--- config.mk ---
export PLATFORM = sky130hd
export DESIGN_NAME = maze_memory_responder
export DESIGN_NICKNAME = d
export VERILOG_FILES = /design/src/rtl/maze_pkg.sv /design/src/rtl/maze_plane.sv /design/src/rtl/maze_memory_responder.sv
export SDC_FILE = /design/constraint.sdc
export NUM_CORES = 1
export LEC_CHECK = 0
export BUFFER_PORTS_ARGS = -buffer_cell sky130_fd_sc_hd__buf_2
export CAP_MARGIN = 20
export CORE_AREA = 2 2 203 205
export CTS_BUF_LIST = sky130_fd_sc_hd__clkbuf_16
export CTS_CLUSTER_SIZE = 8
export DETAILED_ROUTE_END_ITERATION = 10
export DIE_AREA = 0 0 205 207
export GPL_ROUTABILITY_DRIVEN = 0
export PLACE_DENSITY_LB_ADDON = 0.08
export SLEW_MARGIN = 20
export SYNTH_ARGS = -nofsm -noshare
export SYNTH_HDL_FRONTEND = slang
export SYNTH_SLANG_ARGS = --single-unit
export TNS_END_PERCENT = 1
--- constraint.sdc ---
create_clock -name clk -period 8.14 [get_ports clk]
set_clock_uncertainty 0.15 [all_clocks]
set_input_delay 1.628 -clock clk [delete_from_list [all_inputs] [get_ports clk]]
set_output_delay 1.628 -clock clk [all_outputs]
set_load 0.02 [all_outputs]
--- src/rtl/maze_pkg.sv ---
// maze_pkg: shared constants, FSM states and cell encodings for the maze store
package maze_pkg;
  localparam int N = 16;
  localparam int AW = $clog2(N);
  localparam int CNT_W = $clog2(N * N + 1);
  typedef enum logic [1:0] {IDLE, LOAD, READY} state_t;
  localparam logic CELL_FREE = 1'b0;
  localparam logic CELL_BLOCKED = 1'b1;
endpackage

--- src/rtl/maze_plane.sv ---
// maze_plane: NxN bit plane with masked row write, combinational cell read and sync clear
module maze_plane #(
  parameter int N = 16,
  parameter int AW = 4
) (
  input  logic          clk,
  input  logic          rst,
  input  logic          clr,
  input  logic          we,
  input  logic [AW-1:0] wy,
  input  logic [N-1:0]  wmask,
  input  logic [N-1:0]  wdata,
  input  logic [AW-1:0] rx,
  input  logic [AW-1:0] ry,
  output logic          rq
);
  logic [N-1:0] mem [N];
  always_ff @(posedge clk) begin
    if (rst || clr) begin
      for (int i = 0; i < N; i++) mem[i] <= '0;
    end else if (we) begin
      mem[wy] <= (mem[wy] & ~wmask) | (wdata & wmask);
    end
  end
  assign rq = mem[ry][rx];
endmodule

--- src/rtl/maze_memory_responder.sv ---
// maze_memory_responder: rat-facing maze store with row loader, base/overlay planes and restore
module maze_memory_responder
  import maze_pkg::*;
(
  input  logic             clk,
  input  logic             rst,
  input  logic [AW-1:0]    x,
  input  logic [AW-1:0]    y,
  input  logic             rd,
  input  logic             wr,
  input  logic             d_in,
  output logic             d_out,
  input  logic             ld_start,
  input  logic             ld_valid,
  input  logic [N-1:0]     ld_row,
  output logic             ld_ready,
  output logic             mem_ready,
  input  logic             restore,
  output logic [CNT_W-1:0] mark_cnt
);
  state_t state, state_n;
  logic [AW-1:0] rp;
  logic in_range, load_acc, enter_load, ov_clr, ov_we, b_q, o_q, rd_val;
  if ((1 << AW) == N) begin : g_full
    assign in_range = 1'b1;
  end else begin : g_part
    assign in_range = (32'(x) < N) && (32'(y) < N);
  end
  assign ld_ready   = state == LOAD;
  assign mem_ready  = state == READY;
  assign load_acc   = ld_valid && ld_ready;
  assign enter_load = ld_start && state != LOAD;
  assign ov_clr     = restore || enter_load;
  assign ov_we      = wr && mem_ready && in_range && !restore;
  // restore on the same edge hides the overlay so the read sees base only
  assign rd_val = (!mem_ready || !in_range) ? CELL_BLOCKED : (b_q | (o_q & !restore));
  always_comb begin
    state_n = state;
    state_n = (state == LOAD) ? ((ld_valid && rp == AW'(N - 1)) ? READY : LOAD)
                              : (ld_start ? LOAD : state);
  end
  always_ff @(posedge clk) begin
    if (rst) begin
      state    <= IDLE;
      rp       <= '0;
      d_out    <= CELL_FREE;
      mark_cnt <= '0;
    end else begin
      state    <= state_n;
      rp       <= enter_load ? '0 : load_acc ? rp + AW'(1) : rp;
      d_out    <= rd ? rd_val : d_out;
      mark_cnt <= ov_clr ? '0
                : (ov_we && o_q != d_in) ? (d_in ? mark_cnt + CNT_W'(1) : mark_cnt - CNT_W'(1))
                : mark_cnt;
    end
  end
  maze_plane #(.N(N), .AW(AW)) u_base (
    .clk(clk), .rst(rst), .clr(1'b0), .we(load_acc), .wy(rp),
    .wmask({N{1'b1}}), .wdata(ld_row), .rx(x), .ry(y), .rq(b_q)
  );
  maze_plane #(.N(N), .AW(AW)) u_overlay (
    .clk(clk), .rst(rst), .clr(ov_clr), .we(ov_we), .wy(y),
    .wmask(N'(1) << x), .wdata({N{d_in}}), .rx(x), .ry(y), .rq(o_q)
  );
endmodule

## Word-level counts from Yosys, hierarchy flattened

Memories as Yosys holds them, arrays and structs flattened.
Index checks and enable logic that the tools add are counted.

- Register bits after elaboration: 16
- Bits in writable memories: 512
- Input bits: 32
- Output and inout port bits: 12
- Logic and storage cells: 61
- Memories: 2

Memories:

| name | words | width | read ports | clocked after Yosys merged registers in | write ports | RTL line | text |
|---|---|---|---|---|---|---|---|
| u_base.mem | 16 | 16 | 1 | 0 | 16 | maze_plane.sv:17 | `logic [N-1:0] mem [N];` |
| u_overlay.mem | 16 | 16 | 1 | 0 | 16 | maze_plane.sv:17 |  |

- Add/sub/neg operators: 3
- Order comparisons: 1
- Equality and inequality tests: 5
- Shift operators: 1
- Mux-type cells: 25
- Bitwise operators: 6
- Reduce and logical (&&, ||, !) cells: 14

Operators with widths:

| operator | number |
|---|---|
| $and 16x16->16 | 2 |
| $mux 16 | 2 |
| $reduce_or 16->1 | 2 |
| $not 16->16 | 1 |
| $or 16x16->16 | 1 |
| $shl 1x4->16 const A | 1 |
| $mux 1 | 15 |
| $add 9x1->9 const B | 1 |
| $mux 9 | 1 |
| $sub 9x1->9 const B | 1 |
| $bmux 1 s4 | 2 |
| $mux 4 | 2 |
| $logic_and 1x1->1 | 6 |
| $mux 2 | 3 |
| $lt 4x5->1 const B | 1 |
| $add 4x1->4 const B | 1 |
| $eq 4x4->1 const B | 1 |
| $reduce_or 2->1 | 2 |
| $eq 2x1->1 const B | 1 |
| $eq 2x2->1 const B | 1 |
| $logic_or 1x1->1 | 2 |
| $ne 2x1->1 const B | 1 |
| $reduce_bool 2->1 | 1 |
| $and 1x1->1 | 1 |
| 3 further kinds | 3 |

## Logic depth before layout (Yosys ltp)

- Depth after elaboration: 8
- Gate-level depth with buffers: 14
- Depth with buffers taken out: 11

## Hierarchy

A second synthesis with hierarchy kept.

- Cell total of the unflattened synthesis: 2,037
- Area total of the unflattened synthesis: 29,122.9 µm²

By module, submodules not included:

| module | instances | cells an instance | area an instance (µm²) | seq. area each (µm²) |
|---|---|---|---|---|
| maze_plane | 2 | 949 | 14,004.7 | 7,687.4 |
| maze_memory_responder | 1 | 139 | 1,113.6 | 320.3 |

## Worst setup path after synthesis

OpenSTA, ideal clock, no wires.

- Path type: in2reg
- Start: input port y[3]
- End: memory u_overlay.mem[7][0], enable pin
- Library setup time: 0.372 ns
- Arrival: 3.905 ns
- Required time: 7.618 ns
- Setup slack: 3.714 ns
- Stages on the path: 9
- Path buffers: 5
- Cells stage by stage: buf_2 > clkinv_1 > buf_2 > clkbuf_1 > and3_1 > clkbuf_1 > nand3_1 > clkbuf_1 > nand2_1

RTL lines:

| item | RTL line | text |
|---|---|---|
| from (decl) | maze_memory_responder.sv:8 | `input logic [AW-1:0] y,` |
| to (decl) | maze_plane.sv:17 |  |

## Worst setup path after layout

- Start: input port y[1]
- End: register mark_cnt[2]

- Cells in the longest elaborated chain, start to end: 5

Ends and longest elaborated chain:

| item | RTL line | text |
|---|---|---|
| $mem_v2 16x16 | n/a |  |
| $bmux 1 s4 | maze_plane.sv:25 | `assign rq = mem[ry][rx];` |
| $mux 1 (implied by the code) | maze_plane.sv:25 |  |
| $ne 1x1->1 | maze_memory_responder.sv:53 | `: (ov_we && o_q != d_in) ? (d_in ? mark_cnt + CNT_W'(1) : mark_cnt - CNT_W'(1))` |
| $logic_and 1x1->1 | maze_memory_responder.sv:53 |  |
| to (signal assigned) | maze_memory_responder.sv:52 | `mark_cnt <= ov_clr ? '0` |
| to (decl) | maze_memory_responder.sv:19 | `output logic [CNT_W-1:0] mark_cnt` |

No other way between the ends. The select of a mux whose other input is x is not followed.
A chain may end at the register's enable or synchronous reset.

==> results_dict.tcl <==
set metrics [dict create \
    synth_cell_type_count 56 \
    area_growth_syn_to_layout_pct 11.0 \
    ys.flop_type "sky130_fd_sc_hd__edfxtp_1" \
    cts.hold.buffers_added 0 \
    path_clk_slew_ns 0.05 \
    antenna_found_initial 1 \
    fp.coreArea_sq_um 40400 \
    worst_hold_slack_ns 0.321 \
    rows 74 \
    timing.critical_path.required_ns 8.50 \
    critPathKind "in -> reg" \
    number_of_flops_mapped_to_enable_cells_by_yosys 512 \
    path_delay_family "multiplexers" \
    final.fill_count 2868 \
    placement.io_buffers 43 \
    utilization_pct 66.9 \
    power_per_unit_of_standard_cell_area_nw_per_um2 233 \
    cp_cell_sequence "buf_6, buf_4, mux4_2, mux2_2, mux2i_1, a21oi_1, o31ai_1, o22ai_2, mux2i_2, nor2_1, a211oi_1" \
    crit_fanout 75 \
    finalNetCount 1733 \
    wire_per_inst_microns 27.3 \
    cts.sinks 528 \
    layout-drive-gt1-share_pct 19.7 \
    netlist_top_cells_area "sky130_fd_sc_hd__edfxtp_1 63%, sky130_fd_sc_hd__mux4_2 12%, sky130_fd_sc_hd__and2_1 6.7%" \
    clock_insertion_delay_worst_skew_ns 0.59 \
    synth_seq_area_share_pct 64.5 \
    post_synth_instance_area_sq_um 24300 \
    global_route_wire_length_before_repair_microns 92300 \
    ant_nets 0 \
    worst-slew-pin-transition_ns 1.07 \
    static-leakage-power_uw 0.0101 \
    remaining_drc_errors 0 \
    setup_failing_eps_final 0 \
    effective_utilization_at_floorplan_pct 60.3 \
    die_area_sq_um 42400 \
    cts_tree "built" \
    timing.max_cap.violations 0 \
    final-hold-violation-count 0 \
    postSynthNetCount 1700 \
    grt_max_degree 76 \
    post-dp-hpwl_microns 36300 \
    cts_buffers 75 \
    wirelength_microns 61100 \
    reg2regPathDepth 7 \
    total_power_uw 6310 \
    final_antenna_diode_count 0 \
    max_clock_freq_ghz 0.197 \
    cts_max_path_buffers 3 \
    postSynth.asyncResetShare_pct 0 \
    reg2reg_to "u_overlay.mem[7][11]" \
    hold-path-endpoint "state[1]" \
    drt_pre_antenna_iters 6 \
    post-route-min-period_ns 5.07 \
    cts-root-buf "sky130_fd_sc_hd__clkbuf_16" \
    worst-endpoint-arrival_ns 5.43 \
    htree_num_levels 3 \
    dr_total_vias 14400 \
    power.ir.vdd_worst_v 0.000201 \
    ys_ff_latch 528 \
    syn-instance-count 1656 \
    status "finished, final reports clean" \
    post_cts_resized 0 \
    post-route-cell-area_sq_um 27000 \
    multi_input_area_sq_um 8060 \
    worstSetupEndpointType "register" \
    critical_path.slowest_cell "sky130_fd_sc_hd__buf_6" \
    timing.critical_path.from_type "input port" \
    r2r_slack_ns 4.04 \
    grtUsageTotal_pct 29.9 \
    min-delay-start "state[1]" \
    critical_path.startpoint "y[1]" \
    source_of_the_worst_register_to_register_timing_path "state[0]" \
    setup-tns-final_ns 0 \
    slew_headroom_pct 26.9 \
    ioPinCount 44 \
    slew_violations 0 \
    area.sequential_sq_um 15700 \
    first_iter_violations 1693 \
    cp_slowest_stage_delay_ns 0.64 \
    chipWidth_microns 205 \
    detailed_place.area_sq_um 25000 \
    fp.dieH_microns 207 \
    period_share_pct 62.3 \
    yosysTopAreaCellShare_pct 63.2 \
    synth.largest_area_cell "sky130_fd_sc_hd__edfxtp_1" \
    min_delay_path_depth 1 \
    rsz0062_at_grt "no" \
    routed_via_density 6.43 \
    grt-ovfl-total 0 \
    post-cts-setup-buffers 0 \
    hold_path.class "reg -> reg" \
    cp_num_buf_inv 2 \
    yosys_warnings 0 \
    grt_pass1_vias 14500 \
    synthesis.area_per_instance_sq_um 14.7 \
]
power by group:
group	internal (uW)	leakage, uW	switching, uW
combinational	156	0.00331	285
clock	1670	0.00104	1090
sequential	3080	0.00572	27.8
total	4900	0.0101	1400
worst max path at each step:
stage	cells past startpoint	slack, ns	end
3_5_place_dp	11	2.49	mark_cnt[2]
6_report	11	3.07	mark_cnt[2]
4_1_cts	11	3.07	mark_cnt[2]
2_1_floorplan	9	3.71	u_overlay.mem[7][0]
3_3_place_gp	11	2.53	mark_cnt[2]
5_1_grt	11	2.79	mark_cnt[2]
stage by stage:
stage          setup slack, ns  cells
6_report                  3.07   2238
5_1_grt                   2.79   2238
4_1_cts                   3.07   2237
3_5_place_dp              2.49   2143
2_1_floorplan             3.71   1656
3_3_place_gp              2.53   2143
logic make-up (layout without fill, tap and decap cells):
kind of cell | after synthesis | after routing | share of synthesized area, %
muxes | 193 | 193 | 15.5
buffers and inverters | 139 | 189 | 2.63
AOI/OAI and AO/OA | 89 | 89 | 2.50
adders and majority gates | 12 | 12 | 0.648
xor gates and xnor gates | 9 | 9 | 0.324
DFF | 528 | 528 | 64.5
and+or+nand+nor | 686 | 686 | 13.9
metal layers:
layer	global-route usage [%]	wire length, microns	vias to the layer above
met2	42.5	27600	791
li1	-	-	6163
met5	0	0	-
met1	47.4	26100	7368
met3	6.07	6480	79
met4	8.56	981	0
synthesized netlist by cell type, types with 7 or more instances:
cell / instances
sky130_fd_sc_hd__buf_2: 16
sky130_fd_sc_hd__clkbuf_1: 88
sky130_fd_sc_hd__mux2i_1: 41
sky130_fd_sc_hd__ha_1: 11
sky130_fd_sc_hd__and2_1: 261
sky130_fd_sc_hd__nor3_1: 8
sky130_fd_sc_hd__a22oi_1: 12
sky130_fd_sc_hd__mux4_2: 127
sky130_fd_sc_hd__mux2_2: 10
sky130_fd_sc_hd__o21bai_1: 8
sky130_fd_sc_hd__nor2_1: 291
sky130_fd_sc_hd__nand3_1: 23
sky130_fd_sc_hd__xnor2_1: 8
sky130_fd_sc_hd__buf_4: 10
sky130_fd_sc_hd__mux4_1: 14
sky130_fd_sc_hd__edfxtp_1: 512
sky130_fd_sc_hd__nand2b_1: 7
sky130_fd_sc_hd__o21ai_0: 15
sky130_fd_sc_hd__a21oi_1: 17
sky130_fd_sc_hd__nor2b_1: 10
sky130_fd_sc_hd__dfxtp_1: 16
sky130_fd_sc_hd__or2_2: 18
sky130_fd_sc_hd__nand2_1: 57
sky130_fd_sc_hd__inv_1: 12
registers in the layout, summed over array words and instances, names as in the netlist:
signal	flops
u_overlay.mem	256
d_out	1
mark_cnt	9
state	2
rp	4
u_base.mem	256
cell usage in the layout, fill, tap and decap left out, types with 2 or more instances in the layout:
cell type,n
sky130_fd_sc_hd__nor2_1,287
sky130_fd_sc_hd__nand2_1,57
sky130_fd_sc_hd__or2_2,18
sky130_fd_sc_hd__a22o_1,4
sky130_fd_sc_hd__o21ai_0,15
sky130_fd_sc_hd__a41oi_1,2
sky130_fd_sc_hd__buf_4,37
sky130_fd_sc_hd__a21o_1,3
sky130_fd_sc_hd__nand2b_1,7
sky130_fd_sc_hd__mux4_1,14
sky130_fd_sc_hd__nor2_2,4
sky130_fd_sc_hd__o21bai_1,7
sky130_fd_sc_hd__nand3_1,23
sky130_fd_sc_hd__a21oi_1,17
sky130_fd_sc_hd__clkbuf_16,77
sky130_fd_sc_hd__mux2_2,10
sky130_fd_sc_hd__nor3_2,4
sky130_fd_sc_hd__and3_1,3
sky130_fd_sc_hd__a221oi_1,6
sky130_fd_sc_hd__xnor2_1,8
sky130_fd_sc_hd__mux2i_1,39
sky130_fd_sc_hd__clkinv_8,2
sky130_fd_sc_hd__buf_6,3
sky130_fd_sc_hd__mux4_2,127
sky130_fd_sc_hd__o211ai_1,3
sky130_fd_sc_hd__and2_1,261
sky130_fd_sc_hd__inv_6,3
sky130_fd_sc_hd__nor3_1,4
sky130_fd_sc_hd__inv_1,24
sky130_fd_sc_hd__a31oi_1,5
sky130_fd_sc_hd__dfxtp_1,16
sky130_fd_sc_hd__a22oi_1,12
sky130_fd_sc_hd__a211oi_1,3
sky130_fd_sc_hd__mux2i_2,3
sky130_fd_sc_hd__nor2b_1,10
sky130_fd_sc_hd__buf_2,41
sky130_fd_sc_hd__edfxtp_1,512
sky130_fd_sc_hd__or3_1,3
sky130_fd_sc_hd__ha_1,11
layout make-up:
type	count	area share (%)
Multi-Input combinational cell	989	29.8
Sequential cell	528	58.1
Clock buffer	77	7.13
Tap cell	532	2.46
Timing Repair Buffer	81	1.91
Clock inverter	17	0.384
Inverter	14	0.194
No activity file was read; power rests on OpenSTA's default activity.
